**src/rtl/dw_pkg.sv**
```systemverilog
// Shared definitions for the dw_initiator two-phase requester: FSM state encoding and
// default parameter values.
package dw_pkg;

    typedef enum logic [1:0] {
        ST_IDLE = 2'd0,
        ST_WAIT = 2'd1,
        ST_DONE = 2'd2,
        ST_HALT = 2'd3
    } state_e;

    localparam int DW_SYNC_STAGES = 2;
    localparam int DW_TO_W        = 8;

endpackage

```
**src/rtl/dw_sync.sv**
```systemverilog
// N-flop synchronizer for one asynchronous level input, async active-low reset.
// N must be at least 2.
module dw_sync #(
    parameter int N = 2
) (
    input  logic clk,
    input  logic rstn,
    input  logic d_i,
    output logic q_o
);

    logic [N-1:0] sync_q;

    always_ff @(posedge clk or negedge rstn) begin
        if (!rstn) begin
            sync_q <= '0;
        end else begin
            sync_q <= {sync_q[N-2:0], d_i};
        end
    end

    assign q_o = sync_q[N-1];

endmodule

```
**src/rtl/dw_initiator.sv**
```systemverilog
// Two-phase initiator driving fire/a1/a2 and waiting on asynchronous acknowledges z1/z2.
// Optional acknowledge timeout enabled by defining DW_INIT_TIMEOUT_EN.
module dw_initiator
    import dw_pkg::*;
#(
    parameter int SYNC_STAGES = DW_SYNC_STAGES,
    parameter int TO_W        = DW_TO_W
) (
    input  logic clk,
    input  logic rstn,
    input  logic cmd_valid,
    input  logic cmd_sel,
    output logic cmd_ready,
    output logic done_valid,
    output logic done_sel,
    output logic done_err,
    output logic halted,
    output logic fire,
    output logic a1,
    output logic a2,
    input  logic z1,
    input  logic z2
);

    logic   z1_s, z2_s;
    logic   z1_prev_q, z2_prev_q;
    logic   ev1_q, ev2_q;
    state_e state_q;
    logic   sel_q, fire_q, a1_q, a2_q;
    logic   done_valid_q, done_sel_q, done_err_q, halted_q;
    logic   ev_sel, ev_oth, ev_any;
    logic   timeout, fault, complete;

    dw_sync #(.N(SYNC_STAGES)) u_sync_z1 (
        .clk  (clk),
        .rstn (rstn),
        .d_i  (z1),
        .q_o  (z1_s)
    );

    dw_sync #(.N(SYNC_STAGES)) u_sync_z2 (
        .clk  (clk),
        .rstn (rstn),
        .d_i  (z2),
        .q_o  (z2_s)
    );

    // Each synchronized transition becomes a registered one-cycle event.
    always_ff @(posedge clk or negedge rstn) begin
        if (!rstn) begin
            z1_prev_q <= 1'b0;
            z2_prev_q <= 1'b0;
            ev1_q     <= 1'b0;
            ev2_q     <= 1'b0;
        end else begin
            z1_prev_q <= z1_s;
            z2_prev_q <= z2_s;
            ev1_q     <= z1_s ^ z1_prev_q;
            ev2_q     <= z2_s ^ z2_prev_q;
        end
    end

    assign ev_sel = sel_q ? ev2_q : ev1_q;
    assign ev_oth = sel_q ? ev1_q : ev2_q;
    assign ev_any = ev1_q | ev2_q;

`ifdef DW_INIT_TIMEOUT_EN
    logic [TO_W-1:0] to_cnt_q;
    logic [TO_W-1:0] to_cnt_d;

    assign to_cnt_d = to_cnt_q + 1'b1;
    assign timeout  = (state_q == ST_WAIT) && (&to_cnt_d);

    always_ff @(posedge clk or negedge rstn) begin
        if (!rstn) begin
            to_cnt_q <= '0;
        end else if (state_q != ST_WAIT) begin
            to_cnt_q <= '0;
        end else begin
            to_cnt_q <= to_cnt_d;
        end
    end
`else
    logic unused_to_w;

    assign timeout     = 1'b0;
    assign unused_to_w = (TO_W > 0);
`endif

    // Any acknowledge that is not the single expected one is a protocol fault.
    always_comb begin
        fault    = 1'b0;
        complete = 1'b0;
        case (state_q)
            ST_IDLE: fault = ev_any;
            ST_WAIT: begin
                complete = ev_sel && !ev_oth;
                fault    = ev_oth || (!ev_sel && timeout);
            end
            ST_DONE: fault = ev_any;
            default: fault = 1'b0;
        endcase
    end

    always_ff @(posedge clk or negedge rstn) begin
        if (!rstn) begin
            state_q      <= ST_IDLE;
            sel_q        <= 1'b0;
            fire_q       <= 1'b0;
            a1_q         <= 1'b0;
            a2_q         <= 1'b0;
            done_valid_q <= 1'b0;
            done_sel_q   <= 1'b0;
            done_err_q   <= 1'b0;
            halted_q     <= 1'b0;
        end else begin
            done_valid_q <= 1'b0;
            if (fault) begin
                state_q      <= ST_HALT;
                halted_q     <= 1'b1;
                done_valid_q <= 1'b1;
                done_err_q   <= 1'b1;
                done_sel_q   <= sel_q;
            end else begin
                case (state_q)
                    ST_IDLE: begin
                        if (cmd_valid) begin
                            sel_q   <= cmd_sel;
                            fire_q  <= ~fire_q;
                            if (cmd_sel) begin
                                a2_q <= ~a2_q;
                            end else begin
                                a1_q <= ~a1_q;
                            end
                            state_q <= ST_WAIT;
                        end
                    end
                    ST_WAIT: begin
                        if (complete) begin
                            state_q      <= ST_DONE;
                            done_valid_q <= 1'b1;
                            done_err_q   <= 1'b0;
                            done_sel_q   <= sel_q;
                        end
                    end
                    ST_DONE: state_q <= ST_IDLE;
                    default: state_q <= ST_HALT;
                endcase
            end
        end
    end

    assign cmd_ready  = (state_q == ST_IDLE);
    assign done_valid = done_valid_q;
    assign done_sel   = done_sel_q;
    assign done_err   = done_err_q;
    assign halted     = halted_q;
    assign fire       = fire_q;
    assign a1         = a1_q;
    assign a2         = a2_q;

endmodule

```
**config.mk**
```make
export PLATFORM = sky130hd
export DESIGN_NAME = dw_initiator
export DESIGN_NICKNAME = d
export VERILOG_FILES = /design/src/rtl/dw_pkg.sv /design/src/rtl/dw_sync.sv /design/src/rtl/dw_initiator.sv
export SDC_FILE = /design/constraint.sdc
export NUM_CORES = 1
export LEC_CHECK = 0
export BUFFER_PORTS_ARGS = -buffer_cell sky130_fd_sc_hd__buf_2
export CAP_MARGIN = 20
export CORE_UTILIZATION = 45
export CTS_CLUSTER_DIAMETER = 30
export DETAILED_ROUTE_END_ITERATION = 16
export GPL_TIMING_DRIVEN = 0
export PLACE_DENSITY = 0.64
export SLEW_MARGIN = 15
export SYNTH_ARGS = -nofsm -noshare
export SYNTH_HDL_FRONTEND = slang
export SYNTH_SLANG_ARGS = --single-unit
```
**constraint.sdc**
```tcl
create_clock -name clk -period 3.5 [get_ports clk]
set_input_delay 0.35 -clock clk [delete_from_list [all_inputs] [get_ports clk]]
set_output_delay 0.35 -clock clk [all_outputs]
set_load 0.05 [all_outputs]
```
Word-level counts from Yosys, hierarchy flattened

Cells that the tools add are included.

Register bits: 18
Input bits: 6
Output and inout bits: 8
Word-level logic and storage cells: 55

Equality and inequality tests: 4
Mux-type cells: 17
Bitwise gates (word level): 8
Reduce and logical (&&, ||, !) cells: 11

Operator list:

| operator                                                                 | count |
|---|---|
| 1-bit 2-to-1 mux                                                         | 12 |
| 4-bit AND reduction                                                      | 2 |
| 2-bit 2-to-1 mux                                                         | 3 |
| 2-bit one-hot mux with 3 select lines                                    | 1 |
| 1-bit NOT                                                                | 5 |
| 2-bit AND reduction                                                      | 2 |
| 2-bit nonzero test                                                       | 2 |
| 3-bit by 2-bit inequality test with 1-bit output (second input constant) | 1 |
| 3-bit inequality test (second input constant)                            | 1 |
| 3-bit AND reduction                                                      | 1 |
| 2-bit by 1-bit == test with 1-bit output (second input constant)         | 1 |
| 2-bit == test (second input constant)                                    | 1 |
| 2-bit logical NOT                                                        | 1 |
| 1-bit one-hot mux with 2 select lines                                    | 1 |
| 2-bit OR reduction                                                       | 1 |
| 1-bit XOR                                                                | 2 |
| 1-bit logical AND                                                        | 1 |
| 1-bit logical NOT                                                        | 1 |
| 1-bit OR                                                                 | 1 |

Longest topological paths before layout

Gate-level depths: netlist (run 1).

Word-level depth: 7
Gate-level depth with buffers: 6
Depth with buffers taken out: 6

Modules after synthesis

From an unflattened synthesis (run 1), not the netlist that was laid out.

Cell total of the unflattened synthesis: 59
Area, all modules: 744.5 um2

By module, submodules not included:

| module       | instances | cells each | area each (um2) | sequential area each (um2) |
|---|---|---|---|---|
| dw_initiator | 1         | 55         | 644.4           | 350.3 |
| dw_sync      | 2         | 2          | 50.0            | 50.0 |

Least setup slack after synthesis (run 1)

No wires, ideal clock.

Path kind: register -> register
Start point: reg state_q[0]
End point: reg done_sel_q, in the netlist done_sel
Library setup time: 125 ps
Arrival time: 1843 ps
Required time: 3375 ps
Slack: 1531 ps
Stages on the path, launching flop included: 7
Path buffers: 0
Clock period less this slack: 1969 ps
Cells stage by stage: dfrtp_1 inv_1 ha_1 or3_1 a21oi_2 o31ai_2 mux2_4

Longest elaborated chain between the ends: 5
Elaborated cells between the ends (all ways): 10
Those cells by class: eq/ne: 2; mux: 3; reduce/logical: 5

Ends and longest elaborated chain:

| item                                    | line                | text |
|---|---|---|
| start, declared                         | dw_initiator.sv:28  | `state_e state_q;` |
| start signal, assigned                  | dw_initiator.sv:107 | `state_q <= ST_IDLE;` |
| start signal, assigned                  | dw_initiator.sv:119 | `state_q <= ST_HALT;` |
| start signal, assigned                  | dw_initiator.sv:135 | `state_q <= ST_WAIT;` |
| 2-bit logical NOT *                     | --                  |  |
| via cmd_ready                           | dw_initiator.sv:13  | `output logic cmd_ready,` |
| 2-bit OR reduction (no source line) *   | --                  |  |
| 1-bit one-hot mux with 2 select lines * | dw_initiator.sv:94  | `case (state_q)` |
| 2-bit nonzero test (no source line)     | --                  |  |
| 2-bit AND reduction (no source line)    | --                  |  |
| end signal, assigned                    | dw_initiator.sv:123 | `done_sel_q <= sel_q;` |
| end signal, assigned                    | dw_initiator.sv:143 | `done_sel_q <= sel_q;` |
| end, declared                           | dw_initiator.sv:30  | `logic done_valid_q, done_sel_q, done_err_q, halted_q;` |

Mark *: on every way through the listed nets, which the timed path passes. The rest lies on a longest branch.
A chain may end at the register's enable or synchronous reset.

Worst setup path after layout (run 1)

Start point: reg state_q[0]
End point: reg done_sel_q, in the netlist done_sel

Longest elaborated chain between the ends: 5
Elaborated cells between the ends (all ways): 10
Those cells by class: eq/ne: 2; mux: 3; reduce/logical: 5

Ends and longest elaborated chain:

| item                                               | line |
|---|---|
| 2-bit == test or 2-bit logical NOT (tied branches) | dw_initiator.sv:94 |
| 2-bit OR reduction (no source line)                | -- |
| 1-bit one-hot mux with 2 select lines              | dw_initiator.sv:94 |
| 2-bit nonzero test (no source line)                | -- |
| 2-bit AND reduction (no source line)               | -- |

Parallel ways exist; a longest one is shown, timed or not.

==> reports/metrics.yaml, run 1 <==
detail_route.wl_per_cell_um: 12.1
syn2layout_area_growth_pct: 17.6
hpwl_um: 848
cts_tree: "done"
holdBufCountCts: 1
ant_nets: 0
numCtsBuffers: 3
ys_top_cells_by_area: "dfrtp_1, ha_1, xor2_1"
synthCells: 59
pwr_density_cell_nw_per_um2: 404
synth-seq-cells: 18
yosysSeqAreaShare_pct: 60.4
grt_first_pass_wirelength_mm: 2.08
yosysTopAreaCell: "dfrtp_1"
grt_util_all_layers_pct: 15.8
drive_above_1_share_pct: 29.9
totalWireLength_mm: 1.12
post_cts_resized: 0
coreArea_um2: 1520
critPathKind: "flop to flop"
synth-async-reset-ratio_pct: 100
synth_common_cells: "dfrtp_1, nor2_1, ha_1, inv_1, nand2_1"
netlist_area_um2: 746
cp-startpoint: "state_q[0]$_DFFE_PN0P_"
drt_iter0_markers: 15
leakage_nw: 0.461
max_slew_margin_pct: 74.8
setup_violations: 0
total_power_uw: 355
arrival_ns: 2.01
gp_congestion: 0.809
nNetsFinal: 88
crit_path_end_kind: "flop"
vias: 477
min_from: "z2"
peakVddDrop_mv: 0.274
nFillCells: 129
synth_edf_count: 0
synthFlopType: "dfrtp_1"
route.detailed.drc: 0
cts_root_buffer: "clkbuf_4"
yosys.area.top_type_share_pct: 60.4
syn-mean-instance-area_um2: 12.6
cp_max_fo: 6
clock-sinks: 18
h-tree-depth: 1
period_share_pct: 52.3
cap_violations: 0
antenna_found_initial: 0
hold_path.class: "input port to flop"
instances_no_fill: 93
grt-ovfl-total: 0
n_antenna_cell: 0
critPathRequiredTime_ns: 3.68
clockBufferDepth: 2
finalCriticalPeriod_ns: 1.83
cts_setup_buffers: 0
timing.setup.tns_ns: 0
multiInputGateArea_um2: 280
hold_viol: 0
max_freq_mhz: 546
dpl.cell_count: 88
grt_pass1_vias: 510
outcome: "finished clean"
num_rows: 14
io_buffers: 13
initial_core_util_pct: 48.9
grt_max_degree: 19
first_pass_iters: 4
insertion_delay_ns: 0.29
path_clk_slew_ns: 0.10
finClkSkew_ns: 0.00282
rsz0062_at_grt: "no"
slew_violations: 0
viasPerCell: 5.13
yosys.cell_types.count: 23
syn_nets: 69
fp.dieW_um: 42.7
tightest_slew_ns: 0.378
ff_latch_area_um2: 450
io_pins: 14
die_y_um: 42.7
cp-start-kind: "flop"
yosysMostFrequentCell: "dfrtp_1"
ys_warn_count: 0
reg2reg_from: "state_q[0]$_DFFE_PN0P_"
dieArea_um2: 1820
==> worst max-delay path, cell delays in order (launching register included) <==
cell and delay (ns):
dfrtp_1 0.40, inv_1 0.10, ha_1 0.27, or3_1 0.38, a21oi_2 0.18, o31ai_2 0.10, mux2_4 0.30
==> kinds of logic after synthesis <==
| family | share of synthesized area, % |
|---|---|
| simple gates | 12.8 |
| xor+xnor | 5.87 |
| fa+ha+maj | 6.71 |
| flops | 60.4 |
| mux | 2.01 |
| compound gates | 10.2 |
| buf+inv | 2.01 |
==> cell usage in the layout, fill, tap and decap left out <==
cell            n
a21boi_1        1
a21oi_2         1
and3b_2         1
buf_2          13
clkbuf_4        3
clkbuf_8        1
dfrtp_1        18
dlygate4sd3_1   1
ha_1            4
inv_1           4
mux2_4          1
nand2_1         4
nand2b_1        2
nor2_1          6
nor3b_1         1
nor4_1          1
o2111ai_1       1
o211ai_1        2
o21ai_0         1
o21ai_2         1
o31ai_2         1
o32a_1          1
or2b_1          1
or3_1           1
or3_2           1
xnor2_1         2
xor2_1          3
==> path summary, 6_finish.rpt <==
path	slack (ns)	to	cells past startpoint
worst max-delay path	1.67	done_sel$_DFFE_PN0P_	6
worst min-delay path	0.16	u_sync_z2.sync_q[0]$_DFF_PN0_	1
worst max register to register	1.67	done_sel$_DFFE_PN0P_	6
worst min register to register	0.36	u_sync_z2.sync_q[1]$_DFF_PN0_	0
max in group asynchronous	2.73	u_sync_z2.sync_q[0]$_DFF_PN0_	2
min in group asynchronous	0.50	done_err$_DFFE_PN0P_	2
==> where the power goes <==
part	internal (mW)	total, mW	switching, mW
sequential	0.214	0.218	0.00438
combinational	0.00542	0.0135	0.00803
clock	0.0633	0.123	0.0597
==> stage by stage <==
| stage | instance area [um2] | setup WS (ns) | util, % | hold slack, ns |
|---|---|---|---|---|
| floorplan | 746 | 1.53 | - | 0.0544 |
| global placement | 831 | 1.72 | 54.5 | 0.296 |
| detailed placement | 831 | 1.69 | 54.5 | 0.294 |
| CTS | 877 | 1.67 | 57.6 | 0.150 |
| global route | 877 | 1.57 | 57.6 | 0.145 |
| finish | 877 | 1.67 | 57.6 | 0.162 |
==> registers in the layout (all words and copies together) (netlist names) <==
signal            flops
state_q               2
ev2_q                 1
halted                1
done_sel              1
done_err              1
z2_prev_q             1
u_sync_z2.sync_q      2
a1                    1
done_valid            1
sel_q                 1
ev1_q                 1
fire                  1
z1_prev_q             1
a2                    1
u_sync_z1.sync_q      2
==> cell type report <==
class,count,area share (%)
Multi-Input combinational cell,37,32.0
Inverter,4,1.71
Sequential cell,18,51.4
Clock buffer,4,4.14
Tap cell,16,2.28
Timing Repair Buffer,14,8.56
==> per-layer routing <==
| layer | track usage (%) | vias up | part of all wire [%] |
|---|---|---|---|
| met2 | 24.5 | 18 | 46 |
| met1 | 20.3 | 219 | 48 |
| met4 | 8.13 | 0 | 1.6 |
| met5 | 0 | - | 0 |
| li1 | - | 236 | - |
| met3 | 4.26 | 4 | 5.0 |
No activity file was read; power rests on OpenSTA's default activity.
==> run 2, diff against run 1 <==
--- a/config.mk
+++ b/config.mk
@@ -5,13 +5,14 @@
 export SDC_FILE = /design/constraint.sdc
 export NUM_CORES = 1
 export LEC_CHECK = 0
+export ABC_AREA = 1
 export BUFFER_PORTS_ARGS = -buffer_cell sky130_fd_sc_hd__buf_2
 export CAP_MARGIN = 20
 export CORE_UTILIZATION = 45
 export CTS_CLUSTER_DIAMETER = 30
 export DETAILED_ROUTE_END_ITERATION = 16
 export GPL_TIMING_DRIVEN = 0
-export PLACE_DENSITY = 0.64
+export PLACE_DENSITY = 0.63
 export SLEW_MARGIN = 15
 export SYNTH_ARGS = -nofsm -noshare
 export SYNTH_HDL_FRONTEND = slang
==> constraint.sdc (replaced) <==
create_clock -name clk -period 1.7 [get_ports clk]
set_input_delay 0.17 -clock clk [delete_from_list [all_inputs] [get_ports clk]]
set_output_delay 0.17 -clock clk [all_outputs]
set_load 0.05 [all_outputs]
==> run 2 against run 1 <==
Clock-buffer cell count stayed put. Utilization is 3.2 points higher. Critical path depth is 3 lower. Cell count is 38% higher. Design area is 10% higher. Critical endpoint is now cmd_ready. Wire length is 11% higher. Sequential power grew to 2.9 times the previous value. Sequential cell count stayed put. Synthesized cell count is 42% higher. Highest routed layer unchanged.
==> reports/metrics.yaml, run 2 <==
synthFlopType: "dfrtp_1"  # unchanged
synth_common_cells: "nand2_1, dfrtp_1, inv_1, nand3_1"  # was dfrtp_1, nor2_1, ha_1, inv_1, nand2_1
final_common_cell: "nand2_1"  # was dfrtp_1
post_cts_resized: 0  # unchanged
coreArea_um2: 1590  # was 1520 um2
netlist_area_um2: 805  # was 746 um2
synth-async-reset-ratio_pct: 100  # unchanged
nFillCells: 147  # was 129
critPathRequiredTime_ns: 1.53  # was 3.68 ns
cp-start-kind: "flop"  # unchanged
n_antenna_cell: 0  # unchanged
finalCriticalPeriod_ns: 1.54
clockBufferDepth: 2  # unchanged
grt-ovfl-total: 0  # unchanged
route.detailed.drc: 0  # unchanged
peakVddDrop_mv: 0.936  # was 0.274 mV
pwr_density_cell_nw_per_um2: 1920  # was 404 nW/um2
reg2reg_from: "state_q[0]$_DFFE_PN0P_"  # unchanged
grt_util_all_layers_pct: 15.7  # was 15.8%
syn_nets: 94  # was 69
cap_violations: 0  # unchanged
hold_path.class: "input port to flop"  # unchanged
viasPerCell: 4.48  # was 5.13
timing.setup.tns_ns: 0  # unchanged
fp.dieW_um: 44.3  # was 42.7 um
total_power_mw: 1.86  # was 355 uW
cp_max_fo: 7  # was 6
critical_path.slowest_cell: "dfrtp_1"  # unchanged
vias: 574  # was 477
layout_setup_ws_ns: 0.164  # was 1.67 ns
ys_warn_count: 0  # unchanged
yosysSeqAreaShare_pct: 56.0  # was 60.4%
h-tree-depth: 1  # unchanged
yosys.area.top_type_share_pct: 56.0  # was 60.4%
slowest_delay_ns: 0.43  # was 0.40 ns
die_y_um: 44.3  # was 42.7 um
critical-path-top-delay-family: "flip-flops"  # unchanged
ant_nets: 0  # unchanged
hpwl_um: 888  # was 848 um
setup_violations: 0  # unchanged
pre_cts_ws_ns: 0.218  # was 1.69 ns
clock-sinks: 18  # unchanged
arrival_ns: 1.37  # was 2.01 ns
cts_tree: "done"  # unchanged
synthCells: 84  # was 59
ys_top_cells_by_area: "dfrtp_1, nand2_1, ha_1"  # was dfrtp_1, ha_1, xor2_1
antenna_found_initial: 0  # unchanged
yosysTopAreaCell: "dfrtp_1"  # unchanged
slew_violations: 0  # unchanged
yosys.cell_types.count: 16  # was 23
reg2reg_slack_ns: 0.22  # was 1.67 ns
crit_path_end_kind: "output port"  # was flop
grt_first_pass_wirelength_mm: 2.16  # was 2.08 mm
path_clk_slew_ns: 0.10  # about the same
outcome: "finished clean"  # unchanged
worst-path-buf-inv: 2  # was 1
insertion_delay_ns: 0.29  # about the same
grt_max_degree: 19  # unchanged
nNetsFinal: 115  # was 88
cp-startpoint: "state_q[0]$_DFFE_PN0P_"  # unchanged
initial_core_util_pct: 50.5  # was 48.9%
holdBufCountCts: 3  # was 1
dieArea_um2: 1960  # was 1820 um2
drt_iter0_markers: 2  # was 15
path_depth: 3  # was 6
rsz0062_at_grt: "no"  # unchanged
synth_edf_count: 0  # unchanged
syn-mean-instance-area_um2: 9.58  # was 12.6 um2
critPathKind: "flop to output port"  # was flop to flop
io_pins: 14  # unchanged
io_buffers: 13  # unchanged
finClkSkew_ns: 0.00562  # was 0.00282 ns
critical_path.endpoint: "cmd_ready"  # was done_sel$_DFFE_PN0P_
r2r_cells: 9  # was 6
tightest_slew_ns: 0.393  # was 0.378 ns
drive_above_1_share_pct: 26.9  # was 29.9%
period_share_pct: 90.3
first_pass_iters: 4  # unchanged
max_slew_margin_pct: 73.8  # was 74.8%
leakage_nw: 0.528  # was 0.461 nW
detail_route.wl_per_cell_um: 9.71  # was 12.1 um
final_cell_mix: "nand2_1, dfrtp_1, inv_1, buf_2, nand3_1"  # was dfrtp_1, buf_2, nor2_1
cts_root_buffer: "clkbuf_4"  # unchanged
r2r-end: "fire$_DFFE_PN0P_"  # was done_sel$_DFFE_PN0P_
numCtsBuffers: 3  # unchanged
max_freq_mhz: 651
dpl.cell_count: 121  # was 88
gp_congestion: 0.778  # was 0.809
synth-seq-cells: 18  # unchanged
grt_pass1_vias: 530  # was 510
cts_setup_buffers: 0  # unchanged
instances_no_fill: 128  # was 93
top_regs: "state_q x2, u_sync_z1.sync_q x2, u_sync_z2.sync_q x2"  # unchanged
num_rows: 14  # unchanged
cp_cell_sequence: "inv_1, ha_2, buf_2"  # was inv_1, ha_1, or3_1, a21oi_2, o31ai_2, mux2_4
yosysMostFrequentCell: "nand2_1"  # was dfrtp_1
hold_viol: 0  # unchanged
syn2layout_area_growth_pct: 20.4  # was 17.6%
totalWireLength_mm: 1.24  # was 1.12 mm
==> run 2: cell count changes after synthesis, moves of 2 or more <==
cell	change
nand2_1	+19
inv_1	+9
nand3_1	+5
nand2_2	+4
nand3_2	+3
nand4_1	+3
nor2_1	-3
nand2b_1	-2
o211ai_1	-2
xnor2_1	-2
==> run 2: cells by family after synthesis <==
family / share of synthesized area [%]
xor gates and xnor gates: 2.18
buffers and inverters: 7.93
DFF: 56.0
and+or+nand+nor: 25.8
adders and majority gates: 6.22
AOI/OAI and AO/OA: 1.86
==> run 2: worst reg2reg max path: cells and delay by family, from the launching register on <==
kind	cells	cell delay, ns
AND/OR/NAND/NOR	5	0.33
buffers and inverters	2	0.22
AO/OA/AOI/OAI	1	0.17
adder cells (fa/ha/maj)	1	0.24
flip-flops	1	0.41
==> run 2: worst min path at each step <==
stage          slack, ns  cells past startpoint     from                       endpoint
6_report            0.16                      4  cmd_sel                 a1$_DFFE_PN0P_
5_1_grt             0.18                      4  cmd_sel                 a1$_DFFE_PN0P_
4_1_cts             0.15                      4  cmd_sel                 a1$_DFFE_PN0P_
3_5_place_dp        0.12                      1     rstn  u_sync_z2.sync_q[0]$_DFF_PN0_
3_3_place_gp        0.11                      1     rstn  u_sync_z1.sync_q[0]$_DFF_PN0_
2_1_floorplan      -0.13                      0     rstn                 a1$_DFFE_PN0P_
==> run 2: area by class of cell <==
class,count,area (um2),area share [%]
buffer,1,11.3,1.16
clock buffer,4,36.3,3.75
inverter,14,52.6,5.43
multi-input combinational,51,293,30.2
sequential,18,450,46.5
tap,24,30.0,3.10
timing repair buffer,16,95.1,9.82
==> run 2: metal layers <==
metal	track usage, %	part of all wire (%)	vias to the layer above	wire, um
met5	0	0	-	0
met2	24.1	47	15	580
met3	2.45	4.5	4	56
met4	10.9	2.0	0	25
met1	20.2	47	255	580
li1	-	-	300	-
==> run 2: stage by stage <==
step                      util, %  hold slack, ns  cell area [um2]
final                        60.8           0.160              968
after global routing         60.8           0.184              968
after CTS                    60.8           0.155              968
after detailed placement     56.6           0.118              902
after global placement       56.6           0.112              902
after floorplan                 -          -0.126              807
==> run 2: power breakdown <==
part,total (mW),switching [mW],internal (mW)
Clock,0.255,0.125,0.130
Sequential,0.627,0.0813,0.545
Combinational,0.977,0.667,0.310
Total,1.86,0.873,0.986
==> run 3, diff against run 2 <==
--- a/config.mk
+++ b/config.mk
@@ -13,6 +13,7 @@
 export DETAILED_ROUTE_END_ITERATION = 16
 export GPL_TIMING_DRIVEN = 0
 export PLACE_DENSITY = 0.63
+export REMOVE_ABC_BUFFERS = 1
 export SLEW_MARGIN = 15
 export SYNTH_ARGS = -nofsm -noshare
 export SYNTH_HDL_FRONTEND = slang
==> run 3 against run 2 <==
Register-to-register slack lost 0.03 ns. Clock power grew 3%. Cell count grew 0.78%. Utilization grew 0.24 points. Clock-buffer cell count is the same. Non-clock buffer count grew 1. Critical endpoint unchanged. Largest cell class unchanged. Highest routed layer unchanged.
==> reports/metrics.yaml, run 3 (synthesized netlist as in run 2, its figures left out) <==
outcome: "finished clean"  # unchanged
io_pins: 14  # unchanged
layout_setup_ws_ns: 0.177  # was 0.164 ns
rsz0062_at_grt: "no"  # unchanged
peakVddDrop_mv: 0.930  # was 0.936 mV
final_common_cell: "nand2_1"  # unchanged
cp_max_fo: 7  # unchanged
pre_cts_ws_ns: 0.133  # was 0.218 ns
first_pass_iters: 4  # unchanged
numCtsBuffers: 3  # unchanged
slowest_delay_ns: 0.43  # about the same
max_freq_mhz: 657  # was 651 MHz
grt_first_pass_wirelength_mm: 2.10  # was 2.16 mm
grt_pass1_vias: 513  # was 530
tightest_slew_ns: 0.396  # was 0.393 ns
insertion_delay_ns: 0.29  # about the same
coreArea_um2: 1590  # unchanged
finalCriticalPeriod_ns: 1.52  # was 1.54 ns
finClkSkew_ns: 0.00618  # was 0.00562 ns
nFillCells: 138  # was 147
path_clk_slew_ns: 0.10  # about the same
syn2layout_area_growth_pct: 20.8  # was 20.4%
critical_path.slowest_cell: "dfrtp_1"  # unchanged
hold_viol: 0  # unchanged
clock-sinks: 18  # unchanged
antenna_found_initial: 0  # unchanged
viasPerCell: 4.57  # was 4.48
totalWireLength_mm: 1.20  # was 1.24 mm
final_cell_mix: "nand2_1, dfrtp_1, inv_1, buf_2, nand3_1"  # unchanged
whs_ns: 0.178  # was 0.160 ns
fin_area_um2: 972  # was 968 um2
period_share_pct: 89.6  # was 90.3%
grt_max_degree: 19  # unchanged
max_slew_margin_pct: 73.6  # was 73.8%
drt_iter0_markers: 13  # was 2
cap_violations: 0  # unchanged
pwr_density_cell_nw_per_um2: 1900  # was 1920 nW/um2
arrival_ns: 1.35  # was 1.37 ns
cp_cell_sequence: "inv_1, ha_2, buf_2"  # unchanged
clockBufferDepth: 2  # unchanged
hpwl_um: 818  # was 888 um
h-tree-depth: 1  # unchanged
top_regs: "state_q x2, u_sync_z1.sync_q x2, u_sync_z2.sync_q x2"  # unchanged
cp-start-kind: "flop"  # unchanged
multiInputGateArea_um2: 293  # unchanged
hold_path.class: "input port to flop"  # unchanged
dieArea_um2: 1960  # unchanged
ff_latch_area_um2: 450  # unchanged
ant_nets: 0  # unchanged
grt_util_all_layers_pct: 15.1  # was 15.7%
fp.dieW_um: 44.3  # unchanged
detail_route.wl_per_cell_um: 9.29  # was 9.71 um
grt-ovfl-total: 0  # unchanged
reg2reg_slack_ns: 0.19  # was 0.22 ns
worst-path-buf-inv: 2  # unchanged
setup_violations: 0  # unchanged
route.detailed.drc: 0  # unchanged
crit_path_end_kind: "output port"  # unchanged
critPathRequiredTime_ns: 1.53  # about the same
cts_root_buffer: "clkbuf_4"  # unchanged
placed_area_um2: 888  # was 902 um2
vias: 589  # was 574
slew_violations: 0  # unchanged
initial_core_util_pct: 50.5  # unchanged
n_antenna_cell: 0  # unchanged
cts_tree: "done"  # unchanged
die_y_um: 44.3  # unchanged
total_power_mw: 1.85  # was 1.86 mW
critPathKind: "flop to output port"  # unchanged
leakage_nw: 0.531  # was 0.528 nW
gp_congestion: 0.759  # was 0.778
utilization_pct: 61.0  # was 60.8%
io_buffers: 13  # unchanged
nNetsFinal: 116  # was 115
num_rows: 14  # unchanged
drive_above_1_share_pct: 27.6  # was 26.9%
critical-path-top-delay-family: "flip-flops"  # unchanged
run 3: layout make-up:
class                      instances  share of cell area (%)
multi-input combinational         51                    30.1
clock buffer                       4                    3.73
inverter                          14                    5.41
timing repair buffer              18                    11.3
sequential                        18                    46.3
tap                               24                    3.09
run 3: what timing repair did:
action	in CTS	in global routing
hold buffers	3	0
gates resized for setup	0	1
buffers inserted	0	2
endpoints found under the setup margin	0	2
endpoints found under the hold margin	20	0
run 3: power breakdown:
group | switching [mW] | total [mW] | internal [mW] | leakage, nW
Sequential | 0.0693 | 0.614 | 0.545 | 0.208
Combinational | 0.669 | 0.969 | 0.301 | 0.302
Clock | 0.132 | 0.262 | 0.130 | 0.0210
run 3: worst reg2reg max path, cell delays in order (launching register included):
cell and delay (ns):
dfrtp_1 0.43, buf_4 0.15, ha_1 0.17, o21ai_1 0.14, nand2_2 0.09, nand2_4 0.14, nand3_1 0.14, nand2_1 0.10
nand2_1 0.05, nand2_1 0.05
run 3: path summary, 6_finish.rpt:
check	startpoint	endpoint	depth (start not counted)
max in group asynchronous	rstn	z2_prev_q$_DFF_PN0_	2
max reg2reg	state_q[1]$_DFFE_PN0P_	state_q[0]$_DFFE_PN0P_	9
min reg2reg	u_sync_z1.sync_q[0]$_DFF_PN0_	u_sync_z1.sync_q[1]$_DFF_PN0_	0
max	state_q[1]$_DFFE_PN0P_	cmd_ready	3
min in group asynchronous	rstn	halted$_DFFE_PN0P_	2
min	cmd_valid	sel_q$_DFFE_PN0P_	3
run 3: routing by layer:
metal	up-vias	part of all wire (%)	wire length (um)	global-route usage, %
met1	268	49	593	21.0
met3	2	5.2	62	4.08
met5	-	0	0	0
li1	304	-	-	-
met2	15	44	533	21.2
met4	0	0.75	9	9.09
run 3: metrics by stage:
step / TNS, ns / instances
after global placement: 0 / 120
final: 0 / 129
after detailed placement: 0 / 120
after global routing: 0 / 129
after floorplan: -0.207 / 83
after CTS: 0 / 127
